`src/rtl/key_loader_pkg.sv`:
```
// Shared types and constants for the serial key loader.
// State encodings are plain localparams so older code can compare against raw values.
package key_loader_pkg;

    localparam int KEY_W_DEFAULT = 64;

    localparam logic [1:0] S_IDLE  = 2'd0;
    localparam logic [1:0] S_SHIFT = 2'd1;
    localparam logic [1:0] S_CHECK = 2'd2;
    localparam logic [1:0] S_DONE  = 2'd3;

    typedef enum logic [1:0] {
        ST_IDLE  = 2'd0,
        ST_SHIFT = 2'd1,
        ST_CHECK = 2'd2,
        ST_DONE  = 2'd3
    } key_state_e;

endpackage

```
`src/rtl/key_loader_if.sv`:
```
// Control, serial key stream and committed-key bundle between the key source and the loader.
interface key_loader_if import key_loader_pkg::*; #(
    parameter int KEY_W = KEY_W_DEFAULT
);
    logic             load_start;
    logic             zeroize;
    logic             ser_valid;
    logic             ser_data;
    logic             ser_ready;
    logic [KEY_W-1:0] key_out;
    logic             key_valid;
    logic             busy;
    logic             err;

    modport master (
        output load_start, zeroize, ser_valid, ser_data,
        input  ser_ready, key_out, key_valid, busy, err
    );

    modport slave (
        input  load_start, zeroize, ser_valid, ser_data,
        output ser_ready, key_out, key_valid, busy, err
    );
endinterface

```
`src/rtl/key_loader.sv`:
```
// Shifts a key in LSB first and commits it atomically to key_out for the locked netlist.
// Define KEY_PARITY_EN to require a trailing even-parity beat before commit.
module key_loader import key_loader_pkg::*; #(
    parameter int KEY_W = KEY_W_DEFAULT
) (
    input logic       clk,
    input logic       rst,
    key_loader_if.slave bus
);
    localparam int CW = $clog2(KEY_W + 1);

    logic [1:0]       state;
    logic [CW-1:0]    cnt;
    logic [KEY_W-1:0] shadow;
    logic [KEY_W-1:0] shadow_nxt;
    logic [KEY_W-1:0] key_q;
    logic             key_valid_q;
    logic             beat;
    logic             last_bit;
    logic             start_ok;

`ifdef KEY_PARITY_EN
    assign bus.ser_ready = (state == S_SHIFT) || (state == S_CHECK);
`else
    assign bus.ser_ready = (state == S_SHIFT);
`endif
    assign bus.busy      = bus.ser_ready;
    assign bus.key_out   = key_q;
    assign bus.key_valid = key_valid_q;

    assign beat     = bus.ser_valid && bus.ser_ready;
    assign last_bit = (cnt == CW'(KEY_W - 1));
    assign start_ok = bus.load_start && ((state == S_IDLE) || (state == S_DONE));
    // shadow is cleared at load start, so OR-ing the new bit in is a write to bit cnt
    assign shadow_nxt = shadow | (KEY_W'(bus.ser_data) << cnt);

    always_ff @(posedge clk) begin
        if (rst) begin
            state       <= S_IDLE;
            cnt         <= '0;
            shadow      <= '0;
            key_q       <= '0;
            key_valid_q <= 1'b0;
        end else if (bus.zeroize) begin
            state       <= S_IDLE;
            cnt         <= '0;
            shadow      <= '0;
            key_q       <= '0;
            key_valid_q <= 1'b0;
        end else begin
            case (state)
                S_IDLE, S_DONE: begin
                    if (bus.load_start) begin
                        state       <= S_SHIFT;
                        cnt         <= '0;
                        shadow      <= '0;
                        key_valid_q <= 1'b0;
                    end
                end
                S_SHIFT: begin
                    if (beat) begin
                        shadow <= shadow_nxt;
                        cnt    <= cnt + CW'(1);
                        if (last_bit) begin
`ifdef KEY_PARITY_EN
                            state <= S_CHECK;
`else
                            state       <= S_DONE;
                            key_q       <= shadow_nxt;
                            key_valid_q <= 1'b1;
`endif
                        end
                    end
                end
`ifdef KEY_PARITY_EN
                S_CHECK: begin
                    if (beat) begin
                        if (bus.ser_data == ^shadow) begin
                            state       <= S_DONE;
                            key_q       <= shadow;
                            key_valid_q <= 1'b1;
                        end else begin
                            state <= S_IDLE;
                        end
                    end
                end
`endif
                default: state <= S_IDLE;
            endcase
        end
    end

`ifdef KEY_PARITY_EN
    logic err_q;

    // sticky until the next accepted load_start, zeroize or reset
    always_ff @(posedge clk) begin
        if (rst || bus.zeroize)
            err_q <= 1'b0;
        else if (start_ok)
            err_q <= 1'b0;
        else if ((state == S_CHECK) && beat && (bus.ser_data != ^shadow))
            err_q <= 1'b1;
    end

    assign bus.err = err_q;
`else
    assign bus.err = 1'b0;
`endif

endmodule

```
`src/flat_wrapper.sv`:
```
// flat-port wrapper written by rule: the top's interface ports become plain ports
module key_loader_flat import key_loader_pkg::*;
#(
    parameter int KEY_W = KEY_W_DEFAULT
)
  (clk, rst, bus_load_start, bus_zeroize, bus_ser_valid, bus_ser_data, bus_ser_ready, bus_key_out, bus_key_valid, bus_busy, bus_err);
  key_loader_if #(.KEY_W(KEY_W)) bus_i ();
  input logic clk;
  input logic rst;
  input wire logic [$bits(bus_i.load_start)-1:0] bus_load_start;
  input wire logic [$bits(bus_i.zeroize)-1:0] bus_zeroize;
  input wire logic [$bits(bus_i.ser_valid)-1:0] bus_ser_valid;
  input wire logic [$bits(bus_i.ser_data)-1:0] bus_ser_data;
  output wire logic [$bits(bus_i.ser_ready)-1:0] bus_ser_ready;
  output wire logic [$bits(bus_i.key_out)-1:0] bus_key_out;
  output wire logic [$bits(bus_i.key_valid)-1:0] bus_key_valid;
  output wire logic [$bits(bus_i.busy)-1:0] bus_busy;
  output wire logic [$bits(bus_i.err)-1:0] bus_err;
  assign bus_i.load_start = bus_load_start;
  assign bus_i.zeroize = bus_zeroize;
  assign bus_i.ser_valid = bus_ser_valid;
  assign bus_i.ser_data = bus_ser_data;
  assign bus_ser_ready = bus_i.ser_ready;
  assign bus_key_out = bus_i.key_out;
  assign bus_key_valid = bus_i.key_valid;
  assign bus_busy = bus_i.busy;
  assign bus_err = bus_i.err;
  key_loader #(.KEY_W(KEY_W)) u_core (.clk(clk), .rst(rst), .bus(bus_i));
endmodule
```
`config.mk`:
```
export PLATFORM = sky130hd
export DESIGN_NAME = key_loader_flat
export DESIGN_NICKNAME = d
export VERILOG_FILES = /design/src/rtl/key_loader_pkg.sv /design/src/rtl/key_loader_if.sv /design/src/rtl/key_loader.sv /design/src/flat_wrapper.sv
export SDC_FILE = /design/constraint.sdc
export NUM_CORES = 1
export LEC_CHECK = 0
export ABC_CLOCK_PERIOD_IN_PS = 5000
export CORE_ASPECT_RATIO = 1.75
export CORE_MARGIN = 2
export CORE_UTILIZATION = 50
export DETAILED_ROUTE_END_ITERATION = 7
export GPL_TIMING_DRIVEN = 0
export PLACE_DENSITY = 0.85
export SYNTH_ARGS = -nofsm -noshare
export SYNTH_HDL_FRONTEND = slang
export SYNTH_SLANG_ARGS = --single-unit
```
`constraint.sdc`:
```
create_clock -name clk -period 5 [get_ports clk]
set_input_delay 0.75 -clock clk [delete_from_list [all_inputs] [get_ports clk]]
set_output_delay 0.75 -clock clk [all_outputs]
set_load 0.02 [all_outputs]
```
* Word level (Yosys, flattened, before mapping)
Cells that the tools add are included.
** Cells by class
- Add/sub/neg operators :: 1
- Equality and inequality tests :: 6
- Shifts and indexed selects :: 1
- Multiplexer cells :: 14
- Bitwise logic cells :: 1
- Reduce and logical (&&, ||, !) cells :: 9
** Operators by type and width (count)
- $mux W64 :: 2
- $pmux W64 S2 :: 1
- $or A64 B64 Y64 :: 1
- $shl A1 B7 Y64 :: 1
- $mux W7 :: 2
- $pmux W7 S2 :: 1
- $reduce_and A3 Y1 :: 3
- $add A7 B1 Y7 const B :: 1
- $eq A7 B6 Y1 const B :: 1
- $mux W2 :: 3
- $ne A2 B2 Y1 const B :: 3
- $pmux W2 S2 :: 1
- $reduce_and A4 Y1 :: 1
- $reduce_or A2 Y1 :: 2
- $mux W1 :: 3
- $eq A2 B1 Y1 const B :: 1
- $eq A2 B2 Y1 const B :: 1
- $logic_not A2 Y1 :: 1
- $pmux W1 S2 :: 1
- $reduce_bool A2 Y1 :: 1
- $logic_and A1 B1 Y1 :: 1
** Word-level totals
- Bits in registers :: 138
- Bits of input ports :: 6
- Output and inout bits :: 68
- Logic and storage cells :: 37

* Logic depth before layout (Yosys ltp)
- Depth after elaboration :: 4
- Mapped depth :: 8
- Gate-level depth less buffers :: 6

* Least setup slack after synthesis
No wires, ideal clock.
- Kind :: input -> register
- Start point :: input bus_load_start
- End point :: register u_core.shadow[14]
- Library setup time :: 0.128 ns
- Data arrival time :: 1.680 ns
- Required time :: 4.872 ns
- Path slack :: 3.193 ns
- Stages :: 5
- Path buffers :: 1
- Path through :: nor2b_1 buf_2 nor3b_2 a22oi_1 nor2_1
** Between the ends
- Cells in the longest elaborated chain, start to end :: 2
** RTL lines
- start: declaration :: RTL line flat_wrapper.sv:10 : input wire logic [$bits(bus_i.load_start)-1:0] bus_load_start;
- $ne A2 B2 Y1 (no line)
- $reduce_and A3 Y1 (no line)
- end signal: assignment :: RTL line key_loader.sv:62 : shadow <= shadow_nxt;
- end: declaration :: RTL line key_loader.sv:14 : logic [KEY_W-1:0] shadow;
Every way passes these cells.
A chain may end at the register's enable or synchronous reset.

* Final worst setup path
- Start point :: register u_core.state[1]
- End point :: output bus_ser_ready
** Between the ends
- Cells in the longest elaborated chain, start to end :: 1
** RTL lines
- start: declaration :: RTL line key_loader.sv:12 : logic [1:0] state;
- start signal: assignment :: RTL line key_loader.sv:39 : state <= S_IDLE;
- start signal: assignment :: RTL line key_loader.sv:45 : state <= S_IDLE;
- start signal: assignment :: RTL line key_loader.sv:54 : state <= S_SHIFT;
- $eq A2 B1 Y1 :: RTL line key_loader.sv:25 : assign bus.ser_ready = (state == S_SHIFT);
- end: declaration :: RTL line flat_wrapper.sv:14 : output wire logic [$bits(bus_i.ser_ready)-1:0] bus_ser_ready;
Every way passes these cells.

==> summary.md <==
| Metric | Value |
|---|---|
| Die Ht | `139 um` |
| Finished Layout Cells | `820` |
| CTS Buffer Depth | `2` |
| Area Growth Syn to Fin | `29.5%` |
| Post-CTS Repair Setup Buffers | `0` |
| DP Worst Slack | `2.29 ns` |
| Actual transition at the worst max-transition pin | `0.914 ns` |
| Grt total ovfl | `0` |
| Area taken by multi-input logic gates | `2150 um2` |
| RSZ-0062 raised after global routing | `false` |
| Largest net degree at the start of global routing | `17` |
| Worst path cell trace | `inv_1 -> ha_1 -> buf_4 -> clkdlybuf4s50_1` |
| Internal power | `2.01 mW` |
| Die width | `80.9 um` |
| Dpl hpwl | `8.85 mm` |
| Yosys cell types | `47` |
| CTS tree | `built` |
| Final max-slew violation count | `0` |
| CP endpoint kind | `output pin` |
| Pwr Total | `2.53 mW` |
| GRT Util Overall | `25.3%` |
| Logic gate share of total power | `2.7%` |
| Max stage delay cell, worst path | `clkdlybuf4s50_1` |
| Clock Pin Slew Worst Setup and Hold Paths | `0.06 ns` |
| Synthesized area per cell | `8.79 um2` |
| Peak VDD IR | `307 uV` |
| Setup Crit Path Kind | `register to output pin` |
| Antenna Cells | `0` |
| Crit path max fanout | `8` |
| Row Count | `49` |
| Mapped Cells | `589` |
| FF/Latch Area | `2760 um2` |
| Share of layout cells above drive strength 1 | `9.67%` |
| H-Tree Depth | `4` |
| Fin crit share | `52.4%` |
| Leakage | `2.62 nW` |
| Via count | `4619` |
| Pwr dens | `378 nW/um2` |
| Layout Skew | `0.00694 ns` |
| Synth Area in Adders | `0.725%` |
| Simple-gate area share of the yosys netlist | `22.7%` |
| Final Hold Viols | `0` |
| Synth Area in Compound Gates | `17.0%` |
| Top delay family on crit path | `buffers and inverters` |
| Post-cts hold buffer count | `0` |
| Worst hold margin | `0.467 ns` |
| Placed Area | `6060 um2` |
| Clock Sinks | `138` |
| Vias in the first global route | `4604` |
| Req. time, crit path | `4.25 ns` |
| Clk root buf | `clkbuf_16` |
| Avg WL per Cell | `16.6 um` |
| Sw Share | `20.8%` |
| Post-route cell area | `6710 um2` |
| Filler instances | `788` |
| Relative max-transition margin | `38.7%` |
| Net Sw Power | `0.526 mW` |
| Final core occ | `65.9%` |
| Setup WS post-layout | `2.38 ns` |
| Antenna-violating nets left | `0` |
| Final setup viols | `0` |
| WL final | `13.6 mm` |
| First-pass GRT wire length | `22.1 mm` |
| Antenna violations before repair | `0` |
| Number of remaining DRC errors | `0` |
| Seq/Total Area, Yosys | `53.3%` |
| TNS Setup | `0 ns` |
| Placed cells | `788` |
| Post-Syn Area | `5180 um2` |
| Clk pwr share | `53.8%` |
| Mapped Nets | `598` |
| I/O Pins | `74` |
| Number of cells upsized or downsized after cts | `0` |
| GPL Wtd Cong | `0.859` |
| Starting density of the core | `50.9%` |
| Worst Path Buf+Inv | `3` |
| CTS Buf Count | `17` |
| Worst path max stage delay | `0.59 ns` |
| Vias per std cell | `5.63` |
| Post-synth top flop | `dfxtp_1` |
| Worst hold path type | `register to register` |
| First drt pass iteration count | `6` |
| Worst path arrival time | `1.87 ns` |
| Iter 0 DRT Violations | `360` |
| Total Nets Final | `689` |
| Fmax | `382 MHz` |
| Mux cell area share after synthesis | `0.193%` |
| Clock Latency Late Sink | `0.42 ns` |
| Sequential share of power | `43.5%` |
| Nature of the critical path startpoint | `register` |
| YS warnings | `0` |
| Post-Synth XOR/XNOR Area | `0.846%` |
| FF+latch count, synth | `138` |
| Combinational family with the most area after synthesis | `simple AND/OR/NAND/NOR gates` |
| Input/output buffers | `72` |
| Async SR Flop Fraction | `0%` |
| Minimum clock period after layout | `2.62 ns` |
| Core ar. | `10200 um2` |
| Post-synth EDFFs | `0` |
| Die area | `11200 um2` |
| Status | `finished, final reports clean` |
| Max Cap Viol | `0` |
## state kept, by name (all words and copies together), names as in the netlist
signal                cells
u_core.state              2
u_core.cnt                7
u_core.bus.key_out       64
u_core.bus.key_valid      1
u_core.shadow            64
## worst min-delay path: stages (launching register included)
cell and delay (ns):
dfxtp_1 0.31, inv_1 0.05, a31oi_1 0.06
## power groups by stage
stage	Sequential, mW	Combinational [mW]	Clock [mW]
global placement	1.12	0.0640	0
finish	1.10	0.0680	1.36
CTS	1.10	0.0668	1.36
detailed placement	1.12	0.0662	0
global route	1.10	0.0735	1.41
floorplan	1.12	0.0442	0
## final timing paths
path	cells after the start	startpoint	endpoint	slack [ns]
hold / removal	2	u_core.shadow[63]	u_core.bus.key_out[63]	0.47
setup / recovery	4	u_core.state[1]	bus_ser_ready	2.38
hold reg to reg	2	u_core.shadow[63]	u_core.bus.key_out[63]	0.47
setup reg to reg	7	u_core.state[0]	u_core.shadow[58]	2.76
## cell usage in the layout (no fill, tap or decap), drive strengths merged
master,synthesis,final
nor2,199,199
dfxtp,138,138
clkdlybuf4s50,0,72
o21ai,65,65
a22oi,64,64
clkbuf,27,49
buf,21,21
nor3,10,10
inv,5,6
nor4b,6,6
xnor2,5,5
nand4,4,4
bufinv,0,4
nand2,4,4
nor4,4,4
a211oi,3,3
nand4b,3,3
a21oi,3,3
ha,3,3
nand3,3,3
clkinv,0,3
and4b,2,2
and2,2,2
or2,2,2
nand4bb,2,2
a31oi,2,2
clkinvlp,0,2
nor3b,2,2
and3,1,1
nor2b,1,1
or4b,1,1
mux2i,1,1
o21a,1,1
or4,1,1
o21ba,1,1
o31ai,1,1
or3,1,1
conb,1,1
## Yosys cell counts (2+ instances only)
cell type  count  area, um2
nor2_1       199        747
a211oi_1       3       22.5
nor4_1         2       12.5
a22oi_1       64        480
nor4b_2        4       60.1
clkbuf_1      27        101
a31oi_1        2       12.5
and4b_1        2       20.0
nor4_2         2       25.0
nor3_2         5       50.1
nand4b_1       3       26.3
buf_1          2       7.51
dfxtp_1      138       2760
nor3_1         4       20.0
ha_1           3       37.5
o21ai_1       64        320
nand4_1        4       25.0
a21oi_1        3       15.0
and2_1         2       12.5
inv_1          4       15.0
xnor2_1        5       43.8
buf_4          4       30.0
buf_6          5       56.3
nand2_1        3       11.3
nand3_1        2       10.0
buf_2         10       50.1
nand4bb_1      2       22.5
or2_1          2       12.5
## kinds of logic after synthesis
family                   count (synthesis)
AND/OR/NAND/NOR                        248
AO/OA/AOI/OAI                          140
flip-flops                             138
buffers and inverters                   53
XOR/XNOR                                 5
adder cells (fa/ha/maj)                  3
other                                    1
multiplexers                             1
## area by class of cell
type,count,share of cell area [%]
flip-flops and latches,138,41.2
multi-input cells,398,32.1
repair buffers,72,10.7
clock buffers,22,7.22
plain buffers,48,3.66
clock inverters,10,2.43
well taps,127,2.37
inverters,5,0.280
## metal layers
layer	share of wire [%]	track usage, %
met1	38	28.3
met2	53	43.7
met3	4.7	5.99
met4	4.1	12.0
met5	0	0
Note: power is estimated with default switching activity, not from simulation.
